==> src/rtl/negate_seq_ctrl.sv <==
// -----------------------------------------------------------------------------
// negate_seq_ctrl
//   Byte-serial one's-complement / two's-complement negate engine. An accepted
//   operand is transformed one byte per cycle, least significant byte first,
//   with a ripple carry held between cycles. Latency is fixed at NBYTES RUN
//   cycles followed by a single DONE cycle.
//
// Ports
//   clk        in   clock, all state changes on the rising edge
//   rst        in   synchronous active-high reset
//   start      in   request strobe, only looked at while ready=1
//   mode       in   0 = bitwise NOT, 1 = two's-complement negate
//   operand    in   W-bit value to transform, captured on accept
//   ready      out  high only in IDLE
//   busy       out  high in RUN and DONE
//   done       out  one-cycle pulse, result and flags valid in that cycle
//   result     out  transformed value, held until next accept or reset
//   zero_flag  out  result == 0
//   ovf        out  negate of the most negative value (not representable)
// -----------------------------------------------------------------------------
module negate_seq_ctrl #(
    parameter int unsigned NBYTES = 4
) (
    input  logic                  clk,
    input  logic                  rst,
    input  logic                  start,
    input  logic                  mode,
    input  logic [8*NBYTES-1:0]   operand,
    output logic                  ready,
    output logic                  busy,
    output logic                  done,
    output logic [8*NBYTES-1:0]   result,
    output logic                  zero_flag,
    output logic                  ovf
);

    localparam int unsigned W        = 8 * NBYTES;
    localparam int unsigned IDX_W    = (NBYTES > 1) ? $clog2(NBYTES) : 1;
    localparam logic [IDX_W-1:0] LAST_IDX = IDX_W'(NBYTES - 1);
    localparam logic [W-1:0]  MIN_NEG  = {1'b1, {(W-1){1'b0}}};

    typedef enum logic [1:0] {
        S_IDLE = 2'd0,
        S_RUN  = 2'd1,
        S_DONE = 2'd2
    } state_e;

    state_e              state_q, state_d;
    logic                ready_q, ready_d;
    logic                busy_q, busy_d;
    logic                done_q, done_d;
    logic [W-1:0]        op_q, op_d;
    logic                mode_q, mode_d;
    logic [IDX_W-1:0]    idx_q, idx_d;
    logic                carry_q, carry_d;
    logic [W-1:0]        result_q, result_d;
    logic                zero_q, zero_d;
    logic                ovf_q, ovf_d;

    logic                accept_c;
    logic                last_byte_c;
    logic [7:0]          op_byte_c;
    logic [8:0]          byte_sum_c;

    assign accept_c    = (state_q == S_IDLE) && start;
    assign last_byte_c = (idx_q == LAST_IDX);
    assign op_byte_c   = op_q[{idx_q, 3'b000} +: 8];
    // Ninth bit is the carry into the next byte; it is set only when the
    // inverted byte was 0xFF and a carry came in.
    assign byte_sum_c  = {1'b0, ~op_byte_c} + {8'd0, carry_q};

    // State and datapath registers; reset has priority over everything.
    always_ff @(posedge clk) begin
        if (rst) begin
            state_q  <= S_IDLE;
            ready_q  <= 1'b1;
            busy_q   <= 1'b0;
            done_q   <= 1'b0;
            op_q     <= '0;
            mode_q   <= 1'b0;
            idx_q    <= '0;
            carry_q  <= 1'b0;
            result_q <= '0;
            zero_q   <= 1'b0;
            ovf_q    <= 1'b0;
        end else begin
            state_q  <= state_d;
            ready_q  <= ready_d;
            busy_q   <= busy_d;
            done_q   <= done_d;
            op_q     <= op_d;
            mode_q   <= mode_d;
            idx_q    <= idx_d;
            carry_q  <= carry_d;
            result_q <= result_d;
            zero_q   <= zero_d;
            ovf_q    <= ovf_d;
        end
    end

    // Next-state logic.
    always_comb begin
        state_d = state_q;
        case (state_q)
            S_IDLE:  if (accept_c)    state_d = S_RUN;
            S_RUN:   if (last_byte_c) state_d = S_DONE;
            S_DONE:                   state_d = S_IDLE;
            default:                  state_d = S_IDLE;
        endcase
    end

    // Status outputs are registered, so decode them from the next state.
    always_comb begin
        ready_d = (state_d == S_IDLE);
        busy_d  = (state_d == S_RUN) || (state_d == S_DONE);
        done_d  = (state_d == S_DONE);
    end

    // Byte-serial datapath: capture on accept, one byte per RUN cycle.
    always_comb begin
        op_d     = op_q;
        mode_d   = mode_q;
        idx_d    = idx_q;
        carry_d  = carry_q;
        result_d = result_q;
        zero_d   = zero_q;
        ovf_d    = ovf_q;

        if (accept_c) begin
            op_d     = operand;
            mode_d   = mode;
            idx_d    = '0;
            carry_d  = mode;
            result_d = '0;
            zero_d   = 1'b0;
            ovf_d    = 1'b0;
        end else if (state_q == S_RUN) begin
            result_d[{idx_q, 3'b000} +: 8] = byte_sum_c[7:0];
            if (last_byte_c) begin
                // Carry out of the top byte is dropped: W-bit wrap-around.
                idx_d   = '0;
                carry_d = 1'b0;
                zero_d  = (result_d == '0);
                ovf_d   = mode_q && (op_q == MIN_NEG);
            end else begin
                idx_d   = idx_q + IDX_W'(1);
                carry_d = byte_sum_c[8];
            end
        end
    end

    assign ready     = ready_q;
    assign busy      = busy_q;
    assign done      = done_q;
    assign result    = result_q;
    assign zero_flag = zero_q;
    assign ovf       = ovf_q;

endmodule

==> config.mk <==
export PLATFORM = sky130hd
export DESIGN_NAME = negate_seq_ctrl
export DESIGN_NICKNAME = d
export VERILOG_FILES = /design/src/rtl/negate_seq_ctrl.sv
export SDC_FILE = /design/constraint.sdc
export NUM_CORES = 1
export LEC_CHECK = 0
export CAP_MARGIN = 5
export CORE_ASPECT_RATIO = 1.5
export CORE_MARGIN = 3
export CORE_UTILIZATION = 35
export CTS_BUF_LIST = sky130_fd_sc_hd__clkbuf_16
export CTS_CLUSTER_SIZE = 14
export DETAILED_ROUTE_END_ITERATION = 16
export HOLD_SLACK_MARGIN = 0.15
export RECOVER_POWER = 25
export SETUP_SLACK_MARGIN = 0.5
export SYNTH_ARGS = -nofsm -noshare
export SYNTH_HDL_FRONTEND = slang
export SYNTH_SLANG_ARGS = --single-unit
==> constraint.sdc <==
create_clock -name clk -period 4.21 [get_ports clk]
set_input_delay 1.0525 -clock clk [delete_from_list [all_inputs] [get_ports clk]]
set_output_delay 1.0525 -clock clk [all_outputs]
set_load 0.01 [all_outputs]
# Yosys cells after proc, flatten, opt, wreduce, memory -nomap -nowiden
# Cells that the tools add are included.
# classes
n_shift	3
mul	0
mux	8
add_sub_neg	3
n_reduce_logical	9
n_eq_ne	5
bitwise	1
magnitude_cmp	0
div	0
# op_table
cell	count
$bwmux 32	1
$eq 32x32->1 const B	1
$logic_not 32->1	1
$shift 8x7->32 const A	1
$shiftx 32x6->8	1
$shiftx 8x7->32	1
$add 8x1->9	1
$not 8->8	1
$neg 5->7	1
$mux 2	3
$eq 2x1->1 const B	2
$eq 2x2->1 const B	2
$logic_not 2->1	2
$pmux 2 s2	1
$mux 1	3
$add 2x1->2 const B	1
$logic_and 1x1->1	2
$reduce_and 2->1	1
$reduce_bool 2->1	1
$reduce_or 2->1	1
$logic_or 1x1->1	1
# totals
wordCells	40
out_inout_bits	37
ramBits	0
mem_count	0
regBits	75
latchBits	0
rom_bits	0

# Logic depth before layout (Yosys ltp)
# Gate-level depths: netlist of the first run.
# logic_depth
ltp_word	6
ltp_mapped	15
mapped_depth_nobuf	11

# Worst setup path after synthesis of the first run
# Ideal clock, no wire load.
# synth_path
kind	reg-to-reg
startpoint	register idx_q[0]
endpoint	register zero_q, in the netlist zero_flag
stages_incl_launch_ff	16
arrival_time_ps	3391
setup_ps	88
slack_ps	731
period_less_slack_ps	3479
path_cell_list	dfxtp_1 > buf_6 > buf_4 > buf_2 > mux4_2 > inv_1 > ha_1 > ha_1 > nor4b_1 > or4_1 > and4_1 > buf_6 > nor2b_4 > o31a_1 > a2111o_1 > o32ai_2
# synth_via
elab_chain_len	6
elab_cells_between_ends	10
# synth_lines
item	line	rtl
from (decl)	54	logic [IDX_W-1:0] idx_q, idx_d;
from (signal assigned)	93	idx_q <= idx_d;
$shiftx 32x6->8	67	assign op_byte_c = op_q[{idx_q, 3'b000} +: 8];
$not 8->8	70	assign byte_sum_c = {1'b0, ~op_byte_c} + {8'd0, carry_q};
$add 8x1->9	70	
$shiftx 8x7->32	138	result_d[{idx_q, 3'b000} +: 8] = byte_sum_c[7:0];
$bwmux 32	138	
$logic_not 32->1	143	zero_d = (result_d == '0);
to (signal assigned)	96	zero_q <= zero_d;
to (decl)	57	logic zero_q, zero_d;
# Several ways; a longest one is shown, not always the timed one.
# A chain may end at the register's enable or synchronous reset.

# Worst setup path in the final report of the first run
# Same ends and word-level chain as after synthesis.

==> results.md, run 1 <==
- P per Cell Area: ~400 nW/um^2
- Dpl ws: 0.9330 ns
- Worst Setup Slack, final: 0.9006 ns
- Grt ovf: 0
- Core Area: 9689 sq um
- Non-Filler Instances: about 600
- Wirelength per Cell: roughly 17 microns
- Routability congestion estimate: around 0.89
- Proportion of layout cells with a drive suffix above 1: about 7.2%
- DP HPWL: ~7500 microns
- Largest delay share family, worst path: simple AND/OR/NAND/NOR gates
- Max Fclk: about 300 MHz
- Post-layout instance area: around 4600 sq um
- Worst Hold Path Cells: 2
- HP Start: ovf$_SDFFE_PP0P_
- Post-Place Cells: between 500 and 600
- Setup Viol. Count Final: 0
- Endpoint class of the critical path: flop
- Worst min-delay path category: reg -> reg
- Register area share after synthesis: between 40% and 50%
- Port bufs: 72
- CTS Buf Count: 9
- Area share of fa/ha/maj cells after synthesis: under 10%
- Detailed Route WL: about 10000 microns
- DRC: 0
- Post-Synth XOR/XNOR Area: around 1%
- CP cell instances: buf_4 -> mux4_2 -> inv_1 -> ha_1 -> nor4b_1 -> or4_1 -> and4_1 -> nor2b_4 -> o31a_1 -> a2111o_1 -> o32ai_2
- CP Class: reg -> reg
- Number of synthesized register bits: 75
- Hold endpoint: ovf$_SDFFE_PP0P_
- Cells after synthesis: roughly 400
- WP data arrival: 3.55 ns
- Worst-Margin Slew: 1.609 ns
- Synth Area in Simple Gates: between 20 and 25%
- Die H: between 100 and 150 microns
- Layout Skew: a little over 0.007 ns
- Initial Util: ~36%
- Avg Cell Area, Syn: between 8 and 9 sq um
- Post-Place Cell Area: around 4300 sq um
- Crit path largest cell delay: 0.49 ns
- Antenna violations before repair: 0
- Die width: approximately 90 microns
- Tot Pwr: 1.786 mW
- CP required: between 4 and 5 ns
- GRT Resource Usage Total: around 18%
- Post-route antenna net violation count: 0
- IO Count: between 70 and 80
- 1st-iter DRT viols: 241
- Worst Setup Start Kind: flop
- Yosys synthesis warning count: 0
- Max VDD drop: approximately 0.23 mV
- Run status: finished with violations
- Clock sinks: 75
- Slew Viols, Final: 77
- Failing checks: max-capacitance violations, max-slew violations
- Total number of vias: ~3300
- Vias in the first global route: 3237
- Post-synth EDFFs: 0
- H-Tree Depth: 3
- FF-to-FF End: zero_flag$_SDFFE_PP0P_
- Fin Setup TNS: 0 ns
- Largest net degree at the start of global routing: 40
- Max-cap violations: 2
- Clock Tree Buf Depth: 2
- Largest family of logic cells by synthesized area: simple AND/OR/NAND/NOR gates
- CP max FO: 29
- LEAKAGE: approximately 1.7 nW
- Mux cell area share after synthesis: 6.683%
- Final Util: 47.17%
- Setup Buffers After CTS: 0
- Avg Vias per Cell: between 5 and 6
- TritonCTS clock tree: done
- Area Growth Syn to Fin: 31.26%
- Root Buffer: clkbuf_16
- Count of final hold-check violations: 0
- RSZ-0062 raised after global routing: false
- Ys flop type: dfxtp_1
- RR Startpoint: idx_q[0]$_SDFFE_PP0N_
- Site row count: 44
- Slew Limit Headroom: -7.253%
- Nets: 524
- Crit path time final: about 3.3 ns
- Hold buffers post-CTS: 0
- Ant diodes: 0
- DIE AREA: 11210 sq um
- Hold Slack: between 0.4 and 0.5 ns
- Mapped Nets: 457
- Filler cell count: 986
- FF-to-FF setup slack: between 0.9 and 1 ns
- Highest-delay cell along the critical path: or4_1
- Multi-input gate area: between 1500 and 2000 sq um
- Worst-path clk slew: roughly 0.060 ns
- Reg2reg path depth: 11
- Synth unique cells: 48
- Synth async-reset ratio: 0%
- Synth Area in Compound Gates: between 15 and 20%
- Buf/Inv on CP: 2
- Clk_lat worst skew: around 0.34 ns
- Post-CTS sizing: 0
- Final Cycle Share: 78.61%
- Pre-antenna DRT Iters: 5
- Mapped Area: about 3500 sq um
- Register area: 1501 sq um
- First-pass GRT wire length: roughly 16000 microns
-- cell families (layout without fill, tap and decap cells) --
family / after synthesis / count (layout)
adders and majority gates: 10 / 10
DFF: 75 / 75
and+or+nand+nor: 188 / 188
muxes: 13 / 13
AOI/OAI and AO/OA: 91 / 91
xor gates and xnor gates: 4 / 4
buffers and inverters: 30 / 102
-- cell usage in the layout (no fill, tap or decap), types with 2 or more instances in the layout --
master / Yosys / final
nand2_1: 80 / 80
dfxtp_1: 75 / 75
nor2_1: 56 / 56
clkdlybuf4s50_1: 0 / 48
a21oi_1: 44 / 44
a22oi_1: 31 / 31
dlygate4sd3_1: 0 / 24
nor4_1: 18 / 18
ha_1: 10 / 10
inv_1: 8 / 9
clkbuf_16: 0 / 9
mux4_2: 8 / 8
nor2b_1: 5 / 5
nand3_1: 5 / 5
nand4_1: 4 / 4
nor4b_1: 4 / 4
mux2i_1: 3 / 3
xnor2_1: 3 / 3
clkinvlp_4: 0 / 3
buf_4: 1 / 3
mux2_2: 2 / 2
o211ai_1: 2 / 2
nor4bb_1: 2 / 2
or4_1: 2 / 2
a221oi_1: 2 / 2
nor3_1: 2 / 2
o21ai_0: 2 / 2
clkbuf_1: 11 / 2
-- synthesized netlist by cell type (3+ instances only) --
cell type   n  area share [%]
nor2b_1     5            0.90
nor4_1     18             3.2
nand2_1    80             8.6
a21oi_1    44             6.3
nor2_1     56             6.0
xnor2_1     3            0.75
ha_1       10             3.6
clkbuf_1   11             1.2
buf_2       3            0.43
nor4b_1     4             1.0
buf_1       4            0.43
mux4_2      8             5.2
nand3_1     5            0.72
inv_1       8            0.86
a22oi_1    31             6.7
mux2i_1     3            0.86
nand4_1     4            0.72
dfxtp_1    75              43
-- metal layers --
layer / global-route usage, % / vias to the layer above / part of all wire (%)
li1: - / 1606 / -
met1: 19.86 / 1544 / 38
met2: 32.46 / 125 / 52
met3: 3.023 / 33 / 5.5
met4: 11.38 / 0 / 4.8
met5: 0 / - / 0
-- cell type report --
cell class	instances	area share (%)
clock buffers	9	4.927
clock inverters	7	1.533
inverters	9	0.7391
multi-input cells	306	40.38
flip-flops and latches	75	32.85
well taps	115	3.148
repair buffers	77	16.42
-- worst max-delay path by stage --
| stage | start | endpoint | slack (ns) | cells after the start |
|---|---|---|---|---|
| 2_1_floorplan | idx_q[0]$_SDFFE_PP0N_ | zero_flag$_SDFFE_PP0P_ | 0.73 | 15 |
| 3_3_place_gp | idx_q[0]$_SDFFE_PP0N_ | zero_flag$_SDFFE_PP0P_ | 1.09 | 11 |
| 3_5_place_dp | idx_q[0]$_SDFFE_PP0N_ | zero_flag$_SDFFE_PP0P_ | 0.93 | 11 |
| 4_1_cts | idx_q[0]$_SDFFE_PP0N_ | zero_flag$_SDFFE_PP0P_ | 0.92 | 11 |
| 5_1_grt | idx_q[0]$_SDFFE_PP0N_ | zero_flag$_SDFFE_PP0P_ | 0.74 | 11 |
| 6_report | idx_q[0]$_SDFFE_PP0N_ | zero_flag$_SDFFE_PP0P_ | 0.90 | 11 |
-- flip-flops by register name (all words and copies together) (netlist names) --
| register | count |
|---|---|
| ovf | 1 |
| mode_q | 1 |
| result | 32 |
| ready | 1 |
| idx_q | 2 |
| busy | 1 |
| op_q | 32 |
| carry_q | 1 |
| done | 1 |
| state_q | 2 |
| zero_flag | 1 |
-- report_power, final --
| part | switching (mW) | internal (mW) | total, mW |
|---|---|---|---|
| clock | 0.297 | 0.456 | 0.752 |
| sequential | 0.0305 | 0.739 | 0.769 |
| combinational | 0.148 | 0.116 | 0.265 |
| total | 0.475 | 1.31 | 1.79 |
-- worst min-delay path: cells and delay by family, from the launching register on --
| family | cells | cell delay, ns |
|---|---|---|
| DFF | 1 | 0.31 |
| and+or+nand+nor | 1 | 0.05 |
| AOI/OAI and AO/OA | 1 | 0.05 |
(Power assumes the default switching activity.)
==> run 2, diff against run 1 <==
==> constraint.sdc (replaced) <==
create_clock -name clk -period 3.5 [get_ports clk]
set_input_delay 0.875 -clock clk [delete_from_list [all_inputs] [get_ports clk]]
set_output_delay 0.875 -clock clk [all_outputs]
set_load 0.01 [all_outputs]
==> run 2 against run 1 <==
Net effect:
- the run still ends with max-capacitance violations, max-slew violations left
- count of clock-buffer cells in the layout unchanged
- cell area up 0.47%
- routed wire length down 4.1%
- global-route usage down 0.72 points
- via count down 1.6%
- combinational power up 23%
- power up 16%
- register-to-register slack worse by 0.30 ns
- non-clock buffer count up 3
- first-iteration DRC count down 31%
- critical path type is now in -> reg
==> results.md, run 2 (synthesis results as in run 1) <==
- Run status: finished with violations
- Failing checks: max-capacitance violations, max-slew violations
- Reg2reg path depth: 11
- Root Buffer: clkbuf_16
- Max VDD drop: about 0.25 mV
- CTS Buf Count: 9
- Filler cell count: between 900 and 1000
- Highest-delay cell along the critical path: clkbuf_1
- Core Area: a little under 10000 sq um
- Die H: around 130 microns
- Worst-Margin Slew: 1.617 ns
- Initial Util: 35.94%
- Hold endpoint: ovf$_SDFFE_PP0P_
- Hold Slack: 0.4610 ns
- Worst-path clk slew: 0.06 ns
- Slew Viols, Final: 77
- Site row count: 44
- TritonCTS clock tree: done
- Fin Setup TNS: 0 ns
- Die width: around 87 microns
- LEAKAGE: 1.689 nW
- Nets: about 530
- Commonest non-fill, non-tap cells in the layout: 80 x nand2_1, 73 x dfxtp_1, 56 x nor2_1
- DRC: 0
- P per Cell Area: roughly 450 nW/um^2
- GRT Resource Usage Total: around 18%
- Proportion of layout cells with a drive suffix above 1: between 8 and 9%
- Buf/Inv on CP: 2
- RSZ-0062 raised after global routing: false
- DIE AREA: 11210 sq um
- FF-to-FF setup slack: 0.60 ns
- Detailed Route WL: just under 10000 microns
- Commonest non-fill, non-tap cell in the layout: nand2_1
- Total number of vias: roughly 3300
- Grt ovf: 0
- Worst Hold Path Cells: 2
- Layout Skew: between 0.004 and 0.005 ns
- DP HPWL: between 7000 and 8000 microns
- Post-route antenna net violation count: 0
- Tot Pwr: roughly 2.1 mW
- Worst min-delay path category: reg -> reg
- Area Growth Syn to Fin: 31.87%
- Largest net degree at the start of global routing: 40
- Clk_lat worst skew: about 0.34 ns
- Final Cycle Share: a little over four fifths
- Wirelength per Cell: 16.00 microns
- HP Start: ovf$_SDFFE_PP0P_
- CP cell instances: dlygate4sd3_1 -> and2_0 -> or2_0 -> clkbuf_1 -> o32ai_2
- FF-to-FF End: zero_flag$_SDFFE_PP0P_
- Vias in the first global route: 3130
- WP data arrival: ~3 ns
- Largest delay share family, worst path: buffers and inverters
- Hold buffers post-CTS: 0
- CP max FO: 36
- Max-cap violations: 2
- 1st-iter DRT viols: 167
- CP Class: in -> reg
- Clock Tree Buf Depth: 2
- H-Tree Depth: 3
- Ant diodes: 0
- Endpoint class of the critical path: flop
- First-pass GRT wire length: approximately 15000 microns
- Setup Viol. Count Final: 0
- Clock sinks: 75
- Antenna violations before repair: 0
- Slew Limit Headroom: -7.813%
- Max Fclk: roughly 340 MHz
- Port bufs: slightly above 70
- Count of final hold-check violations: 0
- Avg Vias per Cell: between 5 and 6
- CP required: 3.66 ns
- IO Count: between 70 and 80
- Routability congestion estimate: between 0.8 and 0.9
- Worst Setup Start Kind: input pin
- Pre-antenna DRT Iters: 4
- Crit path time final: slightly below 3 ns
- RR Startpoint: idx_q[0]$_SDFFE_PP0N_
- Crit path largest cell delay: 1.15 ns
## run 2: layout make-up
cell class / count / area (sq um) / area share [%]
Tap cell: 115 / 143.9 / 3.134
Sequential cell: 75 / 1506 / 32.81
Clock buffer: 9 / 225.2 / 4.905
Multi-Input combinational cell: 306 / 1873 / 40.79
Clock inverter: 7 / 36.28 / 0.7902
Inverter: 9 / 33.78 / 0.7357
Timing Repair Buffer: 80 / 773.2 / 16.84
## run 2: power breakdown
| group | switching [mW] | internal (mW) | total (mW) | leakage (nW) |
|---|---|---|---|---|
| clock network | 0.345 | 0.470 | 0.815 | 0.133 |
| logic | 0.175 | 0.152 | 0.327 | 0.943 |
| registers | 0.0374 | 0.888 | 0.926 | 0.612 |
| total | 0.557 | 1.51 | 2.07 | 1.69 |
## run 2: worst min-delay path, cell delays in order (launching register included)
cell	delay (ns)
dfxtp_1	0.31
nand2_1	0.05
a21oi_1	0.05
## run 2: per-stage QoR
step	cell area (sq um)	setup WS [ns]	util (%)	std cells
3_5_place_dp	4332	0.5270	44.71	585
4_1_cts	4593	0.5799	47.40	601
2_1_floorplan	3526	0.2500	-	411
6_report	4592	0.5804	47.39	601
5_1_grt	4592	0.3365	47.39	601
3_3_place_gp	4332	0.5856	44.71	585
## run 2: worst max path at each step
stage,start,end,cells after the start
finish,start,zero_flag$_SDFFE_PP0P_,5
CTS,idx_q[0]$_SDFFE_PP0N_,zero_flag$_SDFFE_PP0P_,11
detailed placement,start,zero_flag$_SDFFE_PP0P_,7
global placement,start,zero_flag$_SDFFE_PP0P_,7
floorplan,idx_q[0]$_SDFFE_PP0N_,zero_flag$_SDFFE_PP0P_,15
global route,start,result[0]$_SDFFE_PP0N_,5
## run 2: timing repair
action,in CTS,in global routing
resized for setup,0,3
endpoints found under the setup margin,0,1
setup buffers,0,0
## run 2: layer usage
metal  up-vias  global-route usage (%)  routed length (microns)
met5         -                       0                        0
met4         0                   8.672                      288
met3        23                   3.794                      498
met2        88                   30.06                     4955
met1      1526                   20.56                     3875
li1       1618                       -                        -
